==> config.mk <==
export PLATFORM = sky130hd
export DESIGN_NAME = memoria_dados_sinc
export DESIGN_NICKNAME = d
export VERILOG_FILES = /design/src/rtl/memoria_dados_sinc.sv
export SDC_FILE = /design/constraint.sdc
export NUM_CORES = 1
export LEC_CHECK = 0
export ABC_AREA = 1
export CAP_MARGIN = 25
export CORE_MARGIN = 2
export CORE_UTILIZATION = 30
export DETAILED_ROUTE_END_ITERATION = 7
export HOLD_SLACK_MARGIN = 0.05
export PLACE_DENSITY = 0.43
export SLEW_MARGIN = 20
export SYNTH_ARGS = -nofsm -noshare
export SYNTH_HDL_FRONTEND = slang
export SYNTH_SLANG_ARGS = --single-unit
==> constraint.sdc <==
create_clock -name clk -period 3.4 [get_ports clk]
set_input_delay 0.68 -clock clk [delete_from_list [all_inputs] [get_ports clk]]
set_output_delay 0.68 -clock clk [all_outputs]
set_load 0.02 [all_outputs]
==> src/rtl/memoria_dados_sinc.sv <==
// rtl/memoria_dados_sinc.sv - synchronous data memory with registered read and post-reset clear sweep
// Optional stored parity bit enabled by MEMORIA_DADOS_PARIDADE_EN.
module memoria_dados_sinc #(
    parameter int LARGURA      = 8,
    parameter int PROFUNDIDADE = 24,
    parameter int LARG_END     = 8
) (
    input  logic                clk,
    input  logic                reset,
    input  logic [LARG_END-1:0] endereco,
    input  logic [LARGURA-1:0]  dado,
    input  logic                EscrMemo,
    input  logic                LerMemo,
`ifdef MEMORIA_DADOS_PARIDADE_EN
    input  logic                forcaErroParidade,
`endif
    output logic [LARGURA-1:0]  dadoLido,
    output logic                dadoValido,
    output logic                ocupado,
    output logic                erroEndereco
`ifdef MEMORIA_DADOS_PARIDADE_EN
    ,
    output logic                erroParidade
`endif
);

`ifdef MEMORIA_DADOS_PARIDADE_EN
    localparam int LARG_PALAVRA = LARGURA + 1;
`else
    localparam int LARG_PALAVRA = LARGURA;
`endif
    localparam int LARG_IDX = (PROFUNDIDADE > 1) ? $clog2(PROFUNDIDADE) : 1;
    localparam logic [LARG_END:0]   PROF_L = (LARG_END+1)'(PROFUNDIDADE);
    localparam logic [LARG_END-1:0] ULTIMO = LARG_END'(PROFUNDIDADE - 1);

    typedef enum logic {LIMPANDO, PRONTO} estado_t;

    estado_t                 estado, prox_estado;
    logic [LARG_END-1:0]     cont;
    logic [LARG_PALAVRA-1:0] memo [PROFUNDIDADE];
    logic [LARG_PALAVRA-1:0] palavra_escrita;
    logic [LARG_PALAVRA-1:0] palavra_lida;
    logic [LARG_IDX-1:0]     idx;
    logic [LARG_IDX-1:0]     idx_cont;
    logic                    em_faixa;

    assign em_faixa = ({1'b0, endereco} < PROF_L);
    assign idx      = endereco[LARG_IDX-1:0];
    assign idx_cont = cont[LARG_IDX-1:0];
    assign ocupado  = (estado == LIMPANDO);
    assign palavra_lida = memo[idx];

`ifdef MEMORIA_DADOS_PARIDADE_EN
    // Even parity over the data; the test hook flips it to plant a fault.
    assign palavra_escrita = {(^dado) ^ forcaErroParidade, dado};
`else
    assign palavra_escrita = dado;
`endif

    always_ff @(posedge clk) begin
        if (reset) begin
            estado <= LIMPANDO;
        end else begin
            estado <= prox_estado;
        end
    end

    always_comb begin
        prox_estado = estado;
        if (estado == LIMPANDO && cont == ULTIMO) begin
            prox_estado = PRONTO;
        end
    end

    always_ff @(posedge clk) begin
        if (reset) begin
            cont <= '0;
        end else if (estado == LIMPANDO) begin
            cont <= cont + 1'b1;
        end
    end

    // Storage has no reset of its own; the sweep zeroes it one word per cycle.
    always_ff @(posedge clk) begin
        if (!reset) begin
            if (estado == LIMPANDO) begin
                memo[idx_cont] <= '0;
            end else if (EscrMemo && em_faixa) begin
                memo[idx] <= palavra_escrita;
            end
        end
    end

    always_ff @(posedge clk) begin
        if (reset) begin
            dadoLido     <= '0;
            dadoValido   <= 1'b0;
            erroEndereco <= 1'b0;
`ifdef MEMORIA_DADOS_PARIDADE_EN
            erroParidade <= 1'b0;
`endif
        end else begin
            dadoValido   <= 1'b0;
            erroEndereco <= 1'b0;
`ifdef MEMORIA_DADOS_PARIDADE_EN
            erroParidade <= 1'b0;
`endif
            if (estado == PRONTO) begin
                if (EscrMemo) begin
                    erroEndereco <= !em_faixa;
                end else if (LerMemo) begin
                    dadoValido   <= 1'b1;
                    erroEndereco <= !em_faixa;
                    if (em_faixa) begin
                        dadoLido <= palavra_lida[LARGURA-1:0];
`ifdef MEMORIA_DADOS_PARIDADE_EN
                        erroParidade <= ^palavra_lida;
`endif
                    end else begin
                        dadoLido <= '0;
                    end
                end
            end
        end
    end

endmodule

==> impl_metrics.env, run 1 <==
export IMPL_outcome="complete, no violations"
export IMPL_grt_busiest_layer="met2"
export IMPL_synth_area_um2=9102
export IMPL_path_cells="clkdlybuf4s50_1 -> inv_4 -> o211ai_2 -> inv_2 -> nand3_4 -> o21ai_2 -> nand3_2 -> nor2_1 -> buf_4"
export IMPL_hold_viol_final=0
export IMPL_synth_edf_count=192
export IMPL_rsz0062_at_grt="no"
export IMPL_drive_gt1_share_pct=11.89
export IMPL_cap_viol_max_count=0
export IMPL_critical_path_endpoint_type="flip-flop"
export IMPL_post_cts_setup_buffers=0
export IMPL_die_area_um2=31750
export IMPL_total_power_mw=5.629
export IMPL_diodes=0
export IMPL_global_route_usage_total_pct=15.88
export IMPL_drt_iter0_markers=466
export IMPL_worstPathArrival_ns=2.75
export IMPL_layout_nets=964
export IMPL_syn_area_per_cell_um2=10.32
export IMPL_coreArea_um2=29800
export IMPL_p_leak_nw=4.245
export IMPL_root_buffer="clkbuf_16"
export IMPL_cts_tree="built"
export IMPL_crit_path_start_kind="input port"
export IMPL_clockBufferDepth=3
export IMPL_io_buffers=30
export IMPL_ys_flop_type="edfxtp_1"
export IMPL_grt_max_degree=97
export IMPL_hold_buffers=0
export IMPL_worstSetupPathType="in2reg"
export IMPL_boundaryPins=31
export IMPL_synth_seq_cells=211
export IMPL_grt_pass1_vias=6070
export IMPL_seq_area_frac_synth_pct=67.52
export IMPL_drc=0
export IMPL_p_per_area_nw_per_um2=520.6
export IMPL_synthToLayoutAreaGrowth_pct=18.79
export IMPL_routed_wl_um=24360
export IMPL_fmax_mhz=395.2
export IMPL_dieHeight_um=178.2
export IMPL_worst_pin_slew_ns=0.6797
export IMPL_final_area_um2=10810
export IMPL_finalSetupViolCount=0
export IMPL_period_share_pct=74.42
export IMPL_slowest_delay_ns=0.49
export IMPL_cp_max_fo=19
export IMPL_antenna_left=0
export IMPL_required_ns=3.62
export IMPL_path_delay_family="buffers and inverters"
export IMPL_num_vias=6126
export IMPL_slowest_stage="clkdlybuf4s50_1"
export IMPL_placed_area_um2=10060
export IMPL_vias_per_cell=4.541
export IMPL_yosys_warnings=0
export IMPL_use_met1_pct=22.52
export IMPL_use_met2_pct=26.18
export IMPL_gr_usage_met3_pct=1.939
export IMPL_overflow=0
export IMPL_slew_viol_final=0
export IMPL_rows=63
export IMPL_globalplace_congestion=0.7902
export IMPL_clk_latency_ns=0.52
export IMPL_cts_sinks=211
export IMPL_fin_crit_ns=2.530
export IMPL_clkTransAtPathRegs_ns=0.06
export IMPL_die_w_um=178.2
export IMPL_first_pass_iters=5
export IMPL_cts_buffers=24
export IMPL_clock_skew_ns=0.01000
export IMPL_grt_pass1_wl_um=37550
export IMPL_crit_buf_inv=4
export IMPL_ir_worst_vdd_uv=360.7
export IMPL_cts_htree_levels=1
export IMPL_syn_inst=882
export IMPL_holdWs_ns=0.4700
export IMPL_hpwl_um=15380
export IMPL_start_util_pct=30.55
export IMPL_cts_resized=0
export IMPL_antenna_found_initial=0
export IMPL_relSlewSlack_pct=54.64
export IMPL_wire_per_inst_um=18.06
export IMPL_fill_cells=3050
export IMPL_setup_tns_ns=0
export IMPL_synth_cell_types=31
export IMPL_synth_nets=903
export IMPL_min_path_type="reg2reg"
export IMPL_synthArstFlopShare_pct=0
layer usage:
layer  wire (um)  vias up
li1            -     3048
met1       11660     2940
met2       11460      105
met3         874       33
met4         352        0
met5           0        -
synthesized netlist by cell type (2+ instances only):
master / n / area, um2
a21oi_1: 13 / 65.06
buf_1: 4 / 15.01
buf_2: 11 / 55.05
buf_4: 2 / 15.01
buf_6: 3 / 33.78
clkbuf_1: 20 / 75.07
dfxtp_1: 19 / 380.4
edfxtp_1: 192 / 5766
inv_1: 115 / 431.7
inv_2: 6 / 22.52
inv_4: 2 / 12.51
nand2_1: 214 / 803.3
nand2_2: 3 / 18.77
nand3_1: 110 / 550.5
nand3_2: 4 / 40.04
nor2_1: 89 / 334.1
nor2_2: 2 / 12.51
nor3_1: 3 / 15.01
o211ai_1: 16 / 120.1
o21ai_0: 38 / 190.2
o21ai_2: 6 / 52.55
worst min-delay path: cells and delay by family, from the launching register on:
kind / cells / cell delay, ns
flops: 1 / 0.31
simple gates: 1 / 0.06
compound gates: 1 / 0.06
metrics by stage:
| stage | utilization, % | setup WS (ns) | cells |
|---|---|---|---|
| global route | 36.29 | 0.6709 | 1349 |
| finish | 36.29 | 0.8696 | 1349 |
| CTS | 36.29 | 0.8566 | 1349 |
| global placement | 33.77 | 0.3173 | 1307 |
| floorplan | - | 0.9761 | 882 |
| detailed placement | 33.77 | 0.2995 | 1307 |
cell usage in the layout, fill, tap and decap left out, types with 3 or more instances in the layout:
cell type        synthesis  final
clkdlybuf4s50_1          0     28
clkinv_2                 0      6
nand2_1                214    214
clkbuf_1                20      3
nand2_2                  3      3
edfxtp_1               192    192
inv_1                  115    115
clkinv_1                 0      6
nor2_1                  89     81
nor3_1                   3      3
a21oi_1                 13     13
o21ai_0                 38     38
nor2_2                   2     10
o21ai_2                  6      6
nand3_1                110    110
buf_4                    2     44
o211ai_1                16     16
nand3_2                  4      4
inv_2                    6      6
clkbuf_16                0     25
dfxtp_1                 19     19
path summary, 6_finish.rpt:
check / cells past startpoint / start / slack, ns / endpoint
setup reg to reg: 7 / estado$_SDFFE_PP0P_ / 1.16 / memo[17][2]$_DFFE_PP_
hold reg to reg: 2 / dadoLido[7]$_SDFFE_PP0P_ / 0.47 / dadoLido[7]$_SDFFE_PP0P_
hold / removal: 2 / dadoLido[7]$_SDFFE_PP0P_ / 0.47 / dadoLido[7]$_SDFFE_PP0P_
setup / recovery: 9 / endereco[4] / 0.87 / memo[17][2]$_DFFE_PP_
where the power goes:
| part | internal (mW) | total [mW] | switching, mW |
|---|---|---|---|
| Combinational | 0.0983 | 0.305 | 0.206 |
| Clock | 1.48 | 2.50 | 1.02 |
| Sequential | 2.82 | 2.82 | 0.00905 |
| Total | 4.39 | 5.63 | 1.24 |
registers in the layout, summed over array words and instances (netlist names):
signal / count
memo: 192
cont: 8
dadoLido: 8
dadoValido: 1
erroEndereco: 1
estado: 1
area by class of cell:
cell class	count	area, um2	share of cell area [%]
clock inverter	14	112.6	1.041
timing repair buffer	76	660.6	6.110
multi-input combinational	507	2302	21.29
sequential	211	6146	56.84
clock buffer	28	636.9	5.890
inverter	123	466.7	4.316
tap	390	488.0	4.513
cells by family after synthesis:
| kind of cell | Yosys count | share of synthesized area, % |
|---|---|---|
| AOI/OAI and AO/OA | 77 | 5.031 |
| buffers and inverters | 164 | 7.409 |
| and+or+nand+nor | 429 | 19.90 |
| DFF | 211 | 67.52 |
| adders and majority gates | 1 | 0.1374 |
No activity file was read; power rests on OpenSTA's default activity.
==> run 2, diff against run 1 <==
--- a/config.mk
+++ b/config.mk
@@ -11,7 +11,7 @@
 export CORE_UTILIZATION = 30
 export DETAILED_ROUTE_END_ITERATION = 7
 export HOLD_SLACK_MARGIN = 0.05
-export PLACE_DENSITY = 0.43
+export PLACE_DENSITY = 0.44
 export SLEW_MARGIN = 20
 export SYNTH_ARGS = -nofsm -noshare
 export SYNTH_HDL_FRONTEND = slang
==> constraint.sdc (replaced) <==
create_clock -name clk -period 2.1 [get_ports clk]
set_input_delay 0.42 -clock clk [delete_from_list [all_inputs] [get_ports clk]]
set_output_delay 0.42 -clock clk [all_outputs]
set_load 0.02 [all_outputs]
==> run 2 against run 1 <==
Compared with the run above: hold slack lost 0.0012 ns; non-clock buffer count grew 24; die area is the same; combinational power grew 75%; clock power grew 59%; largest power group unchanged.
==> impl_metrics.env, run 2 (synthesis results as in run 1) <==
export IMPL_antenna_found_initial=0
export IMPL_rr_worst_depth=10
export IMPL_cp_max_fo=8
export IMPL_required_ns=2.32
export IMPL_reg_largest_list="memo: 192 flops, cont: 8 flops, dadoLido: 8 flops"
export IMPL_worstPathArrival_ns=2.24
export IMPL_met3_wirelength_um=793
export IMPL_cts_sinks=211
export IMPL_antenna_left=0
export IMPL_outcome="complete, no violations"
export IMPL_cp_startpoint="endereco[6]"
export IMPL_r2r_slack_ns=0.12
export IMPL_grt_pass1_wl_um=37070
export IMPL_crit_path_start_kind="input port"
export IMPL_holdWs_ns=0.4688
export IMPL_min_path_type="reg2reg"
export IMPL_fmax_mhz=494.3
export IMPL_p_leak_nw=4.413
export IMPL_cts_tree="built"
export IMPL_routed_wl_um=24300
export IMPL_final_common_cell="nand2_1"
export IMPL_finalSetupViolCount=0
export IMPL_cts_htree_levels=1
export IMPL_first_pass_iters=5
export IMPL_drc=0
export IMPL_reg2reg_to="memo[1][4]$_DFFE_PP_"
export IMPL_fin_ws_ns=0.07682
export IMPL_cap_viol_max_count=0
export IMPL_wl_met1_um=11800
export IMPL_rsz0062_at_grt="yes"
export IMPL_setup_tns_ns=0
export IMPL_die_area_um2=31750
export IMPL_worst_pin_slew_ns=0.4877
export IMPL_cts_buffers=24
export IMPL_crit_end="memo[1][4]$_DFFE_PP_"
export IMPL_period_share_pct=96.34
export IMPL_io_buffers=30
export IMPL_drt_iter0_markers=318
export IMPL_top_register="memo"
export IMPL_root_buffer="clkbuf_16"
export IMPL_largest_reg_flops=192
export IMPL_coreArea_um2=29800
export IMPL_rows=63
export IMPL_overflow=0
export IMPL_wire_per_inst_um=17.67
export IMPL_start_util_pct=30.55
export IMPL_clk_latency_ns=0.51
export IMPL_reg2reg_from="estado$_SDFFE_PP0P_"
export IMPL_slowest_stage="clkdlybuf4s50_1"
export IMPL_relSlewSlack_pct=67.37
export IMPL_most_common_layout_cells="nand2_1 (210), edfxtp_1 (192), inv_1 (115), nand3_1 (110), nor2_1 (70)"
export IMPL_p_per_area_nw_per_um2=806.4
export IMPL_clkTransAtPathRegs_ns=0.06
export IMPL_layout_nets=988
export IMPL_worstSetupPathDepth=12
export IMPL_hpwl_um=15420
export IMPL_slowest_delay_ns=0.41
export IMPL_fill_cells=3003
export IMPL_path_cells="clkdlybuf4s50_1 -> nor2_2 -> o211ai_2 -> inv_2 -> nand3_4 -> buf_4 -> nand2_2 -> o21ai_2 -> inv_2 -> nand3_4 -> nor2_1 -> buf_4"
export IMPL_num_vias=6194
export IMPL_drive_gt1_share_pct=15.74
export IMPL_crit_buf_inv=5
export IMPL_hold_viol_final=0
export IMPL_maxUsedRoutingLayer="met4"
export IMPL_vias_per_cell=4.505
export IMPL_boundaryPins=31
export IMPL_met2_length_um=11230
export IMPL_grt_max_degree=79
export IMPL_ir_worst_vdd_uv=454.7
export IMPL_grt_pass1_vias=6133
export IMPL_dp_slack_ns=-0.6326
export IMPL_clock_skew_ns=0.007619
export IMPL_globalplace_congestion=0.7702
export IMPL_synthToLayoutAreaGrowth_pct=23.67
export IMPL_clockBufferDepth=3
export IMPL_global_route_usage_total_pct=15.69
export IMPL_slew_viol_final=0
export IMPL_fin_crit_ns=2.023
export IMPL_diodes=0
export IMPL_critical_path_endpoint_type="flip-flop"
export IMPL_die_w_um=178.2
export IMPL_worstSetupPathType="in2reg"
export IMPL_path_delay_family="buffers and inverters"
export IMPL_dieHeight_um=178.2
run 2: cell count changes in the layout (fill, tap and decap cells not counted), sizes merged, moves of 2 or more:
cell,change
bufinv,-2
dlygate4sd2,+2
clkinv,-4
clkdlybuf4s50,-3
clkbuf,+7
buf,+24
run 2: per-layer routing:
layer  up-vias  global-route usage [%]
met2       100                   25.78
met5         -                       0
met3        32                   1.918
met1      2967                   22.06
met4         0                   3.997
li1       3095                       -
run 2: metrics by stage:
| step | cells | cell area [um2] | util, % | total power [mW] |
|---|---|---|---|---|
| 4_1_cts | 1373 | 11150 | 37.42 | 9.164 |
| 5_1_grt | 1375 | 11260 | 37.78 | 9.375 |
| 3_3_place_gp | 1328 | 10380 | 34.84 | 5.190 |
| 2_1_floorplan | 882 | 9112 | - | 4.962 |
| 6_report | 1375 | 11260 | 37.78 | 9.078 |
| 3_5_place_dp | 1328 | 10380 | 34.84 | 5.188 |
run 2: tightest hold or removal path, delay by kind of cell (launching register included):
family / cells / cell delay, ns
flops: 1 / 0.31
simple gates: 1 / 0.06
compound gates: 1 / 0.05
run 2: layout make-up:
type,count,area (um2),area share (%)
Sequential cell,211,6146,54.60
Multi-Input combinational cell,507,2392,21.25
Timing Repair Buffer,100,1015,9.014
Clock buffer,35,704.4,6.258
Tap cell,390,488.0,4.335
Inverter,123,466.7,4.146
Clock inverter,9,45.04,0.4001
run 2: report_power, final:
part	leakage [nW]	switching (mW)	internal [mW]
sequential	1.61	0.0155	4.56
clock	0.370	1.65	2.32
combinational	2.43	0.350	0.185
run 2: how the worst min path moves through the flow:
stage | cells past startpoint | end | from | slack, ns
floorplan | 2 | cont[7]$_SDFFE_PP0N_ | cont[7]$_SDFFE_PP0N_ | 0.44
global placement | 2 | dadoLido[7]$_SDFFE_PP0P_ | dadoLido[7]$_SDFFE_PP0P_ | 0.46
detailed placement | 2 | dadoLido[0]$_SDFFE_PP0P_ | dadoLido[0]$_SDFFE_PP0P_ | 0.46
CTS | 2 | dadoLido[0]$_SDFFE_PP0P_ | dadoLido[0]$_SDFFE_PP0P_ | 0.47
global route | 2 | cont[7]$_SDFFE_PP0N_ | cont[7]$_SDFFE_PP0N_ | 0.49
finish | 2 | dadoLido[0]$_SDFFE_PP0P_ | dadoLido[0]$_SDFFE_PP0P_ | 0.47
run 2: what timing repair did:
item / CTS / global route
gates resized for setup: 2 / 23
setup endpoints to repair: 149 / 187
pin swaps: 0 / 3
hold endpoints to repair: 0 / 0
setup buffers: 1 / 2
hold buffers: 0 / 0
==> run 3, diff against run 2 <==
--- a/config.mk
+++ b/config.mk
@@ -9,6 +9,7 @@
 export CAP_MARGIN = 25
 export CORE_MARGIN = 2
 export CORE_UTILIZATION = 30
+export CTS_BUF_LIST = sky130_fd_sc_hd__clkbuf_4
 export DETAILED_ROUTE_END_ITERATION = 7
 export HOLD_SLACK_MARGIN = 0.05
 export PLACE_DENSITY = 0.44
==> run 3 against run 2 <==
Compared with the run above: maximum frequency rose by 0.81%; final area fell by 0.71%; highest routed layer unchanged; sequential power barely moved; largest cell class unchanged; setup slack improved by 0.016 ns; utilization fell by 0.27 points; sequential share of layout area rose by 0.39 points.
==> impl_metrics.env, run 3 (synthesis results as in run 1) <==
export IMPL_slew_viol_final=0
export IMPL_antenna_found_initial=1
export IMPL_globalplace_congestion=0.7702
export IMPL_reg_largest_list="memo: 192 flops, cont: 8 flops, dadoLido: 8 flops"
export IMPL_io_buffers=30
export IMPL_routed_wl_um=24620
export IMPL_hold_buffers=0
export IMPL_top_register="memo"
export IMPL_crit_buf_inv=1
export IMPL_clk_latency_ns=0.66
export IMPL_fill_cells=3065
export IMPL_layout_nets=1022
export IMPL_drc=0
export IMPL_grt_pass1_vias=6423
export IMPL_period_share_pct=95.57
export IMPL_fmax_mhz=498.3
export IMPL_die_w_um=178.2
export IMPL_overflow=0
export IMPL_setup_tns_ns=0
export IMPL_drive_gt1_share_pct=19.08
export IMPL_crit_path_start_kind="flip-flop"
export IMPL_worst_pin_slew_ns=0.4837
export IMPL_worstSetupPathType="reg2out"
export IMPL_slowest_delay_ns=0.60
export IMPL_dieHeight_um=178.2
export IMPL_drt_iter0_markers=326
export IMPL_path_cells="clkdlybuf4s50_1"
export IMPL_global_route_usage_total_pct=15.92
export IMPL_coreArea_um2=29800
export IMPL_hold_viol_final=0
export IMPL_grt_max_degree=79
export IMPL_cts_htree_levels=2
export IMPL_clockBufferDepth=3
export IMPL_first_pass_iters=5
export IMPL_p_per_area_nw_per_um2=770.6
export IMPL_p_leak_nw=4.543
export IMPL_finalSetupViolCount=0
export IMPL_clock_skew_ns=0.02240
export IMPL_grt_pass1_wl_um=37400
export IMPL_die_area_um2=31750
export IMPL_cts_tree="built"
export IMPL_num_vias=6390
export IMPL_outcome="complete, no violations"
export IMPL_fin_crit_ns=2.007
export IMPL_path_delay_family="buffers and inverters"
export IMPL_cts_buffers=58
export IMPL_largest_reg_flops=192
export IMPL_final_common_cell="nand2_1"
export IMPL_min_path_type="reg2reg"
export IMPL_postLayoutCoreUtil_pct=37.51
export IMPL_slowest_stage="clkdlybuf4s50_1"
export IMPL_ir_worst_vdd_uv=359.4
export IMPL_cts_sinks=211
export IMPL_antenna_left=0
export IMPL_vias_per_cell=4.456
export IMPL_required_ns=1.68
export IMPL_most_common_layout_cells="nand2_1 (214), edfxtp_1 (192), inv_1 (115), nand3_1 (110), clkbuf_4 (87)"
export IMPL_root_buffer="clkbuf_4"
export IMPL_cap_viol_max_count=0
export IMPL_wire_per_inst_um=17.17
export IMPL_relSlewSlack_pct=67.63
export IMPL_synthToLayoutAreaGrowth_pct=22.79
export IMPL_worstPathArrival_ns=1.59
export IMPL_hpwl_um=15420
export IMPL_clkTransAtPathRegs_ns=0.06
export IMPL_boundaryPins=31
export IMPL_critical_path_endpoint_type="primary output"
export IMPL_rows=63
export IMPL_cp_max_fo=2
export IMPL_start_util_pct=30.55
run 3: cell count changes in the layout (fill, tap and decap cells not counted), moves of 3 or more:
cell and change:
dlymetal6s2s_1 +4, clkbuf_16 -26, nor2_2 -4, clkbuf_1 -7, buf_6 -3, clkinv_1 +11
nand2_1 +4, nor2_1 +6, clkinv_2 -6, clkbuf_4 +87, nand2_2 -4, buf_4 +3
clkdlybuf4s50_1 -4
run 3: final timing paths:
| path | from | endpoint | slack (ns) | cells after the start |
|---|---|---|---|---|
| setup / recovery | dadoLido[5]$_SDFFE_PP0P_ | dadoLido[5] | 0.09 | 1 |
| hold / removal | dadoLido[0]$_SDFFE_PP0P_ | dadoLido[0]$_SDFFE_PP0P_ | 0.47 | 2 |
| setup reg to reg | estado$_SDFFE_PP0P_ | memo[0][3]$_DFFE_PP_ | 0.13 | 8 |
| hold reg to reg | dadoLido[0]$_SDFFE_PP0P_ | dadoLido[0]$_SDFFE_PP0P_ | 0.47 | 2 |
run 3: per-layer routing:
metal	wire length, um	global-route usage (%)	up-vias
li1	-	-	3201
met1	11560	21.58	2998
met2	11430	25.60	144
met3	1061	2.835	47
met4	573	5.759	0
met5	0	0	-
run 3: final cells by class:
type / instances / area [um2] / share of cell area, %
timing repair buffer: 99 / 993.5 / 8.888
tap: 390 / 488.0 / 4.366
sequential: 211 / 6146 / 54.99
multi-input combinational: 508 / 2367 / 21.18
clock inverter: 15 / 60.06 / 0.5373
clock buffer: 87 / 653.1 / 5.843
antenna: 1 / 2.502 / 0.02239
inverter: 123 / 466.7 / 4.176
run 3: repair_timing:
item | CTS | global route
buffers inserted | 0 | 2
setup endpoints to repair | 2 | 173
cloned | 0 | 1
pin swaps | 0 | 1
gates resized for setup | 2 | 12
run 3: stage by stage:
step	cell area [um2]	total power, mW	hold WS [ns]	setup WS [ns]	std cells
CTS	11090	8.734	0.4690	0.0006466	1430
floorplan	9112	4.962	0.4444	-0.06392	882
global placement	10380	5.190	0.4562	-0.6055	1328
detailed placement	10380	5.188	0.4600	-0.6326	1328
global route	11180	9.019	0.4951	-0.009012	1434
finish	11180	8.613	0.4668	0.09313	1434
run 3: power by group:
part / leakage, nW / internal [mW] / switching (mW)
sequential: 1.61 / 4.56 / 0.0155
clock: 0.425 / 1.87 / 1.64
combinational: 2.51 / 0.185 / 0.347
total: 4.54 / 6.61 / 2.00
